`src/rtl/pe_frame_controller.sv`:
```
// Two-pass frame controller for the background-removal PE: sums every tile to find the
// background colour, then streams the frame back through the PE. Build option: AVG_ROUND_EN.
module pe_frame_controller #(
    parameter int unsigned NUM_PIXELS = 1,
    parameter int unsigned LOG2_FRAME = 4,
    parameter int unsigned ADDR_W     = 16
) (
    input  logic                    Clk,
    input  logic                    Reset_n,
    input  logic                    Start,
    output logic                    Busy,
    output logic                    Done,
    output logic                    rd_en,
    output logic [ADDR_W-1:0]       rd_addr,
    input  logic [7:0]              rd_r,
    input  logic [7:0]              rd_g,
    input  logic [7:0]              rd_b,
    output logic                    wr_en,
    output logic [ADDR_W-1:0]       wr_addr,
    output logic [7:0]              wr_r,
    output logic [7:0]              wr_g,
    output logic [7:0]              wr_b,
    output logic                    pe_start_sum,
    output logic                    pe_start_bg,
    output logic                    pe_ack,
    output logic [8*NUM_PIXELS:0]   pe_red,
    output logic [8*NUM_PIXELS:0]   pe_green,
    output logic [8*NUM_PIXELS:0]   pe_blue,
    input  logic                    pe_qi,
    input  logic                    pe_qsd,
    input  logic                    pe_qbgd,
    input  logic [8*NUM_PIXELS:0]   pe_red_sum,
    input  logic [8*NUM_PIXELS:0]   pe_green_sum,
    input  logic [8*NUM_PIXELS:0]   pe_blue_sum,
    input  logic [8*NUM_PIXELS:0]   pe_red_out,
    input  logic [8*NUM_PIXELS:0]   pe_green_out,
    input  logic [8*NUM_PIXELS:0]   pe_blue_out,
    output logic [8:0]              red_exp,
    output logic [8:0]              green_exp,
    output logic [8:0]              blue_exp
);

    localparam int unsigned PV  = 8 * NUM_PIXELS;
    localparam int unsigned SW  = 8 + $clog2(NUM_PIXELS);
    localparam int unsigned AW  = 8 + LOG2_FRAME;
    localparam int unsigned NT  = (1 << LOG2_FRAME) / NUM_PIXELS;
    localparam int unsigned TW  = LOG2_FRAME + 1;
    localparam int unsigned CW  = $clog2(NUM_PIXELS + 1);
    localparam int unsigned RND = (LOG2_FRAME > 0) ? (1 << (LOG2_FRAME - 1)) : 0;

    typedef enum logic [3:0] {
        StIdle, StSLoad, StSGo, StSWait, StSRel, StSAvg,
        StBLoad, StBGo, StBWait, StBWrite, StBRel, StDone
    } state_e;

    state_e          state_q;
    logic [CW-1:0]   cnt_q;
    logic [TW-1:0]   tile_q;
    logic [PV-1:0]   pix_r_q, pix_g_q, pix_b_q;
    logic [PV-1:0]   out_r_q, out_g_q, out_b_q;
    logic [AW-1:0]   acc_r_q, acc_g_q, acc_b_q;

    assign pe_red   = {1'b0, pix_r_q};
    assign pe_green = {1'b0, pix_g_q};
    assign pe_blue  = {1'b0, pix_b_q};

    logic unused_in;
    assign unused_in = ^{pe_red_sum[PV:SW], pe_green_sum[PV:SW], pe_blue_sum[PV:SW],
                         pe_red_out[PV], pe_green_out[PV], pe_blue_out[PV]};

    function automatic logic [8:0] frame_avg(input logic [AW-1:0] acc);
        logic [AW:0] s;
`ifdef AVG_ROUND_EN
        s = ({1'b0, acc} + (AW+1)'(RND)) >> LOG2_FRAME;
`else
        s = {1'b0, acc} >> LOG2_FRAME;
`endif
        frame_avg = (|s[AW:8]) ? 9'd255 : {1'b0, s[7:0]};
    endfunction

    always_ff @(posedge Clk or negedge Reset_n) begin
        if (!Reset_n) begin
            state_q      <= StIdle;
            cnt_q        <= '0;
            tile_q       <= '0;
            pix_r_q      <= '0;
            pix_g_q      <= '0;
            pix_b_q      <= '0;
            out_r_q      <= '0;
            out_g_q      <= '0;
            out_b_q      <= '0;
            acc_r_q      <= '0;
            acc_g_q      <= '0;
            acc_b_q      <= '0;
            Busy         <= 1'b0;
            Done         <= 1'b0;
            rd_en        <= 1'b0;
            rd_addr      <= '0;
            wr_en        <= 1'b0;
            wr_addr      <= '0;
            wr_r         <= '0;
            wr_g         <= '0;
            wr_b         <= '0;
            pe_start_sum <= 1'b0;
            pe_start_bg  <= 1'b0;
            pe_ack       <= 1'b0;
            red_exp      <= '0;
            green_exp    <= '0;
            blue_exp     <= '0;
        end else begin
            case (state_q)
                StIdle: begin
                    if (Start) begin
                        acc_r_q   <= '0;
                        acc_g_q   <= '0;
                        acc_b_q   <= '0;
                        red_exp   <= '0;
                        green_exp <= '0;
                        blue_exp  <= '0;
                        tile_q    <= '0;
                        cnt_q     <= '0;
                        rd_en     <= 1'b1;
                        rd_addr   <= '0;
                        Busy      <= 1'b1;
                        state_q   <= StSLoad;
                    end
                end
                StSLoad, StBLoad: begin
                    // Data for the read issued at cnt-1 is on the bus now.
                    if (cnt_q != '0) begin
                        pix_r_q[8*(int'(cnt_q)-1) +: 8] <= rd_r;
                        pix_g_q[8*(int'(cnt_q)-1) +: 8] <= rd_g;
                        pix_b_q[8*(int'(cnt_q)-1) +: 8] <= rd_b;
                    end
                    if (cnt_q == CW'(NUM_PIXELS)) begin
                        cnt_q <= '0;
                        if (state_q == StSLoad) begin
                            pe_start_sum <= 1'b1;
                            state_q      <= StSGo;
                        end else begin
                            pe_start_bg <= 1'b1;
                            state_q     <= StBGo;
                        end
                    end else begin
                        cnt_q <= cnt_q + 1'b1;
                        if (cnt_q == CW'(NUM_PIXELS - 1)) begin
                            rd_en <= 1'b0;
                        end else begin
                            rd_addr <= rd_addr + 1'b1;
                        end
                    end
                end
                StSGo: begin
                    pe_start_sum <= 1'b0;
                    state_q      <= StSWait;
                end
                StSWait: begin
                    if (pe_qsd) begin
                        acc_r_q <= acc_r_q + AW'(pe_red_sum[SW-1:0]);
                        acc_g_q <= acc_g_q + AW'(pe_green_sum[SW-1:0]);
                        acc_b_q <= acc_b_q + AW'(pe_blue_sum[SW-1:0]);
                        pe_ack  <= 1'b1;
                        state_q <= StSRel;
                    end
                end
                StSRel: begin
                    pe_ack <= 1'b0;
                    if (pe_qi) begin
                        if (tile_q == TW'(NT - 1)) begin
                            state_q <= StSAvg;
                        end else begin
                            tile_q  <= tile_q + 1'b1;
                            rd_en   <= 1'b1;
                            rd_addr <= rd_addr + 1'b1;
                            state_q <= StSLoad;
                        end
                    end
                end
                StSAvg: begin
                    red_exp   <= frame_avg(acc_r_q);
                    green_exp <= frame_avg(acc_g_q);
                    blue_exp  <= frame_avg(acc_b_q);
                    tile_q    <= '0;
                    rd_en     <= 1'b1;
                    rd_addr   <= '0;
                    state_q   <= StBLoad;
                end
                StBGo: begin
                    pe_start_bg <= 1'b0;
                    state_q     <= StBWait;
                end
                StBWait: begin
                    if (pe_qbgd) begin
                        out_r_q <= pe_red_out[PV-1:0];
                        out_g_q <= pe_green_out[PV-1:0];
                        out_b_q <= pe_blue_out[PV-1:0];
                        wr_r    <= pe_red_out[7:0];
                        wr_g    <= pe_green_out[7:0];
                        wr_b    <= pe_blue_out[7:0];
                        wr_en   <= 1'b1;
                        wr_addr <= (tile_q == '0) ? '0 : wr_addr + 1'b1;
                        pe_ack  <= 1'b1;
                        cnt_q   <= '0;
                        state_q <= StBWrite;
                    end
                end
                StBWrite: begin
                    pe_ack <= 1'b0;
                    if (cnt_q == CW'(NUM_PIXELS - 1)) begin
                        wr_en   <= 1'b0;
                        cnt_q   <= '0;
                        state_q <= StBRel;
                    end else begin
                        cnt_q   <= cnt_q + 1'b1;
                        wr_addr <= wr_addr + 1'b1;
                        wr_r    <= out_r_q[8*(int'(cnt_q)+1) +: 8];
                        wr_g    <= out_g_q[8*(int'(cnt_q)+1) +: 8];
                        wr_b    <= out_b_q[8*(int'(cnt_q)+1) +: 8];
                    end
                end
                StBRel: begin
                    if (pe_qi) begin
                        if (tile_q == TW'(NT - 1)) begin
                            Done    <= 1'b1;
                            state_q <= StDone;
                        end else begin
                            tile_q  <= tile_q + 1'b1;
                            rd_en   <= 1'b1;
                            rd_addr <= rd_addr + 1'b1;
                            state_q <= StBLoad;
                        end
                    end
                end
                StDone: begin
                    Done    <= 1'b0;
                    Busy    <= 1'b0;
                    state_q <= StIdle;
                end
                default: state_q <= StIdle;
            endcase
        end
    end

endmodule

```
`config.mk`:
```
export PLATFORM = sky130hd
export DESIGN_NAME = pe_frame_controller
export DESIGN_NICKNAME = d
export VERILOG_FILES = /design/src/rtl/pe_frame_controller.sv
export SDC_FILE = /design/constraint.sdc
export NUM_CORES = 1
export LEC_CHECK = 0
export ABC_AREA = 0
export CAP_MARGIN = 20
export CORE_UTILIZATION = 35
export DETAILED_ROUTE_END_ITERATION = 16
export GPL_ROUTABILITY_DRIVEN = 0
export MAX_ROUTING_LAYER = met4
export REMOVE_ABC_BUFFERS = 1
export SYNTH_ARGS = -nofsm -noshare
export SYNTH_HDL_FRONTEND = slang
export SYNTH_SLANG_ARGS = --single-unit
```
`constraint.sdc`:
```
create_clock -name Clk -period 5.4 [get_ports Clk]
set_input_delay 0.81 -clock Clk [delete_from_list [all_inputs] [get_ports Clk]]
set_output_delay 0.81 -clock Clk [all_outputs]
set_load 0.02 [all_outputs]
```
==> metrics.cfg, run 1 <==
[status]
status = finished clean

[synth]
synth_edf_count = 0
synthFlopType = dfrtp_1
synth-seq-area-share_pct = 50.2
synth-seq-cells = 157
syn-cell-area_um2 = 7820
yosysWarningCount = 5
ys_types = 68
syn_avg_cell_area_um2 = 10.7
ys_async_sr_fraction_pct = 100
synthesis.instances = 730

[setup_path]
crit_type = input port to register
cp_common_cell = nor2_1
crit_path_end_kind = register
path_buf_inv = 1
crit_arrival_ps = 3180
reg2reg_slack_ps = 2530
r2r_cells = 4
start_kind = input port
cp.required_ps = 5680
r2r_end = wr_addr[4]
cp_cell_sequence = clkdlybuf4s50_1 -> mux2_2 -> nand2_1 -> nor2_1 -> nor2_1
crit_path_start = pe_qbgd
r2r-start = state_q[3]
crit_family = simple AND/OR/NAND/NOR gates
slowest_delay_ps = 880
crit_fanout = 28
worst_path_max_delay_cell = nor2_1

[sta]
tns_ps = 0
worst_slack_ps = 2490
relSlewSlack_pct = 35.1
fin_crit_ps = 2910
worstMarginPinSlew_ps = 971
max_freq_mhz = 344
finalCritPeriodShare_pct = 53.8
slew_violations = 0
hold_viol_final = 0
setup_viol = 0
finClkSkew_ps = 15.0
holdWs_ps = 402
rsz0062_at_grt = false

[floorplan]
die_area_um2 = 22900
die_y_um = 151
fp.coreArea_um2 = 21900
start_util_pct = 35.7
ios = 201
die_w_um = 151
row_count = 54

[drt]
drt-total-wl_um = 19100
drc = 0
wl_per_cell_um = 15.9
drtIter0Drc = 368
ant_nets = 0
via_count = 6240
dr.pass1.iters = 4
via_per_inst = 5.20

[placed_design]
dpl_worst_slack_ps = 2010
dpl.cell_count = 1169
dp_hpwl_um = 13100
dpl_cell_area_um2 = 9920
port_buffers = 188

[cells_and_area]
diodes = 0
area_growth_pct = 34.2
drive_gt1_share_pct = 8.36
final_common_cell = clkdlybuf4s50_1
final_nets = 1024
final_cell_mix = 187 x clkdlybuf4s50_1, 157 x dfrtp_1, 57 x nand2_1
instances_no_fill = 1201
fill_cells = 2044
final_util_pct = 47.9
stdcell_area_um2 = 10500

[global_routing]
grt_pass1_vias = 5935
grt_remaining_overflow = 0
antenna_found_initial = 0
grt_pass1_wl_um = 30700
grt_usage_pct = 17.6
grt_max_degree = 76

[worst_hold_path]
hp-class = input port to asynchronous set/reset pin

[flow_run]
cap_violations = 0

[clock_tree]
clockBufferDepth = 2
cts.sinks = 157
root_buffer = clkbuf_16
clk_latency_ps = 430
clkTransAtPathRegs_ps = 70
htree_levels = 4
hold_buffers = 0
numCtsBuffers = 17
cts_tree = done
cts_resized = 0
cts_post_setup_buffers_inserted = 0

[power]
p_per_area_nw_per_um2 = 495
leakagePower_nw = 4.52
ir_drop_v = 0.000247
finalPower_mw = 5.19

per-layer routing:
metal	GRT usage [%]	routed length, um	vias to the layer above
met5	-	0	-
li1	-	-	3062
met2	25.8	8890	144
met4	5.45	140	0
met3	3.77	1000	9
met1	24.2	9070	3025
where the power goes:
| group | internal [mW] | leakage, nW | total (mW) | switching (mW) |
|---|---|---|---|---|
| clock network | 0.651 | 0.276 | 1.18 | 0.529 |
| logic | 1.04 | 2.17 | 2.20 | 1.16 |
| registers | 1.52 | 2.07 | 1.82 | 0.299 |
| total | 3.20 | 4.52 | 5.19 | 1.99 |
registers in the layout, summed over array words and instances, names as in the netlist, 4 cells and up:
name	cells
wr_r	8
wr_g	8
blue_exp	8
acc_r_q	12
acc_b_q	12
acc_g_q	12
pix_g_q	8
wr_b	8
pix_r_q	8
green_exp	8
wr_addr	16
rd_addr	16
state_q	4
tile_q	5
pix_b_q	8
red_exp	8
cells by family after synthesis:
kind of cell               count (synthesis)  synth area share, %
xor gates and xnor gates                  29                 3.25
DFF                                      157                 50.2
and+or+nand+nor                          192                 12.8
other                                      1               0.0480
AOI/OAI and AO/OA                        232                 20.7
adders and majority gates                 32                 5.41
muxes                                     29                 4.11
buffers and inverters                     58                 3.52
worst max path at each step:
| stage | endpoint | slack [ps] | cells after the start |
|---|---|---|---|
| after global routing | wr_addr[15] | 2200 | 4 |
| after CTS | wr_addr[4] | 2470 | 5 |
| after detailed placement | wr_addr[4] | 2010 | 5 |
| after floorplan | acc_b_q[8] | 2710 | 5 |
| after global placement | wr_addr[15] | 1980 | 5 |
| final | wr_addr[4] | 2490 | 5 |
final cells by class:
class	count	area, um^2	share of cell area [%]
flip-flops and latches	157	3930	37.4
multi-input cells	520	3640	34.7
repair buffers	195	1940	18.4
clock buffers	17	425	4.05
well taps	280	350	3.34
clock inverters	15	150	1.43
inverters	17	63.8	0.608
Yosys cell counts (all sizes together) (4+ instances only):
cell type	instances	area [um^2]
mux2i	4	40.0
a211o	4	35.0
nand2b	5	31.3
a21oi	46	245
nand4	12	75.1
mux2	25	282
o31ai	10	88.8
o21bai	6	45.0
clkbuf	16	60.1
or4	5	37.5
xnor2	11	96.3
ha	29	363
nor2	33	126
a31oi	9	56.3
a22o	56	490
nand3	20	100
xor2	18	158
nor4b	4	35.0
buf	25	151
o21a	6	45.0
and3	6	37.5
o211ai	6	55.1
a21o	10	75.1
or3	17	106
o21ai	58	294
o2111ai	6	58.8
inv	17	63.8
nand2	57	214
nor3	8	40.0
dfrtp	157	3930
(Power assumes the default switching activity.)
==> run 2: changes to the inputs <==
==> constraint.sdc (replaced) <==
create_clock -name Clk -period 2.85 [get_ports Clk]
set_input_delay 0.4275 -clock Clk [delete_from_list [all_inputs] [get_ports Clk]]
set_output_delay 0.4275 -clock Clk [all_outputs]
set_load 0.02 [all_outputs]
==> run 2 against run 1 <==
Against the previous run: via count up 0.71%; flip-flop and latch count did not move; die area unchanged; clock-buffer cell count stayed put; setup slack lost 2300 ps; largest cell class unchanged; clock power is 97% higher; critical path depth up 3; critical path type is now register to register; non-clock buffer count is 16 higher; critical endpoint is now rd_addr[12]; clock skew decreased by 4.9 ps; worst hold slack better by 73 ps; register-to-register slack got worse by 2300 ps; combinational power rose by 96%.
==> metrics.cfg, run 2 (synthesized netlist as in run 1, its figures left out) <==
[sta]
worst_slack_ps = 201  ; -2290 ps
finClkSkew_ps = 10.1  ; -4.87 ps
hold_viol_final = 0  ; unchanged
rsz0062_at_grt = false
fin_crit_ps = 2650
finalCritPeriodShare_pct = 92.9
worstMarginPinSlew_ps = 751  ; -220 ps
relSlewSlack_pct = 49.9  ; +15 points
max_freq_mhz = 378
slew_violations = 0  ; unchanged
tns_ps = 0  ; unchanged
setup_viol = 0  ; unchanged

[global_routing]
grt_pass1_wl_um = 30100  ; -1.9%
grt_pass1_vias = 5757  ; -3.0%
grt_remaining_overflow = 0  ; unchanged
grt_max_degree = 67  ; -12%
antenna_found_initial = 0  ; unchanged
grt_usage_pct = 17.3  ; -0.22 points

[floorplan]
start_util_pct = 35.7  ; unchanged
die_w_um = 151  ; unchanged
fp.coreArea_um2 = 21900  ; unchanged
ios = 201  ; unchanged
die_area_um2 = 22900  ; unchanged
die_y_um = 151  ; unchanged
row_count = 54  ; unchanged

[cells_and_area]
final_cell_mix = 187 x clkdlybuf4s50_1, 157 x dfrtp_1, 57 x nand2_1
area_growth_pct = 36.2
diodes = 0  ; unchanged
instances_no_fill = 1217  ; +1.3%
final_nets = 1040  ; +1.6%
fill_cells = 2052  ; +0.39%
largestRegisters = rd_addr x16, wr_addr x16
drive_gt1_share_pct = 9.82  ; +1.5 points
final_common_cell = clkdlybuf4s50_1

[setup_path]
crit_type = register to register
r2r_cells = 8  ; +4
cp.required_ps = 3200  ; -2480 ps
reg2reg_slack_ps = 200  ; -2330 ps
r2r_end = rd_addr[12]
crit_path_start = tile_q[0]
r2r-start = tile_q[0]
crit_fanout = 12  ; -57%
start_kind = register
crit_path_end_kind = register
crit_arrival_ps = 3000  ; -180 ps

[drt]
met3_length_um = 893  ; -11%
via_count = 6284  ; +0.71%
dr.pass1.iters = 5  ; +1
wl_met1_um = 9310  ; +2.6%
wl_per_cell_um = 15.8  ; -0.69%
drtIter0Drc = 329  ; -11%
dr.max_layer_used = met4
ant_nets = 0  ; unchanged
wl_met2_um = 8900  ; +0.12%
drt-total-wl_um = 19200  ; +0.63%
drc = 0  ; unchanged
via_per_inst = 5.16  ; -0.62%

[flow_run]
cap_violations = 0  ; unchanged

[clock_tree]
numCtsBuffers = 17  ; unchanged
hold_buffers = 1  ; +1
cts_tree = done
cts_post_setup_buffers_inserted = 0  ; unchanged
cts.sinks = 157  ; unchanged
cts_resized = 0  ; unchanged
clk_latency_ps = 420  ; about the same
clkTransAtPathRegs_ps = 70  ; about the same
root_buffer = clkbuf_16
htree_levels = 4  ; unchanged
clockBufferDepth = 2  ; unchanged

[placed_design]
dpl.cell_count = 1184  ; +1.3%
dpl_worst_slack_ps = 230  ; -1780 ps
port_buffers = 188  ; unchanged
dp_hpwl_um = 13600  ; +4.0%

[power]
finalPower_mw = 10.1  ; +94%
p_per_area_nw_per_um2 = 944  ; +91%
ir_drop_v = 0.000434  ; +76%
leakagePower_nw = 4.61  ; +2.2%

[status]
status = finished clean

[worst_hold_path]
hp-class = input port to asynchronous set/reset pin

run 2: cell count changes in the layout (fill, tap and decap cells not counted):
cell / change
buf_12: +1
buf_4: +14
bufinv_16: +1
clkinv_4: +1
clkinvlp_4: -2
dlygate4sd3_1: +1
run 2: final cells by class:
type | count | area [um^2] | share of cell area (%)
clock buffers | 17 | 425 | 3.99
inverters | 17 | 63.8 | 0.599
repair buffers | 211 | 2070 | 19.4
clock inverters | 15 | 174 | 1.63
flip-flops and latches | 157 | 3930 | 36.9
well taps | 280 | 350 | 3.29
multi-input cells | 520 | 3640 | 34.2
run 2: where the power goes:
part	leakage [nW]	internal (mW)	switching [mW]
sequential	2.07	2.87	0.539
combinational	2.25	2.05	2.26
clock	0.294	1.32	1.00
total	4.61	6.25	3.80
run 2: metal layers:
metal	global-route usage, %	vias up
met5	-	-
met4	4.35	0
met3	3.95	9
met2	25.3	148
met1	24.3	3035
li1	-	3092
run 2: critical path, stage by stage (launching register included):
cell and delay (ps):
dfrtp_1 420, ha_1 220, and3_1 180, ha_1 270, a211o_1 360, a21oi_4 250
o211ai_2 250, or4_1 480, a21oi_1 150
run 2: worst max path at each step:
stage	slack, ps	depth (start not counted)	endpoint
finish	200	8	rd_addr[12]
global route	30	8	rd_addr[12]
CTS	210	8	rd_addr[12]
detailed placement	230	8	rd_addr[12]
global placement	270	8	rd_addr[14]
floorplan	300	5	rd_addr[5]
run 2: metrics by stage:
stage | hold slack [ps] | utilization, % | cell area (um^2)
3_3_place_gp | 366 | 45.9 | 10000
4_1_cts | 476 | 48.7 | 10700
5_1_grt | 488 | 48.7 | 10700
3_5_place_dp | 363 | 45.9 | 10000
6_report | 475 | 48.7 | 10700
2_1_floorplan | 132 | - | 7630
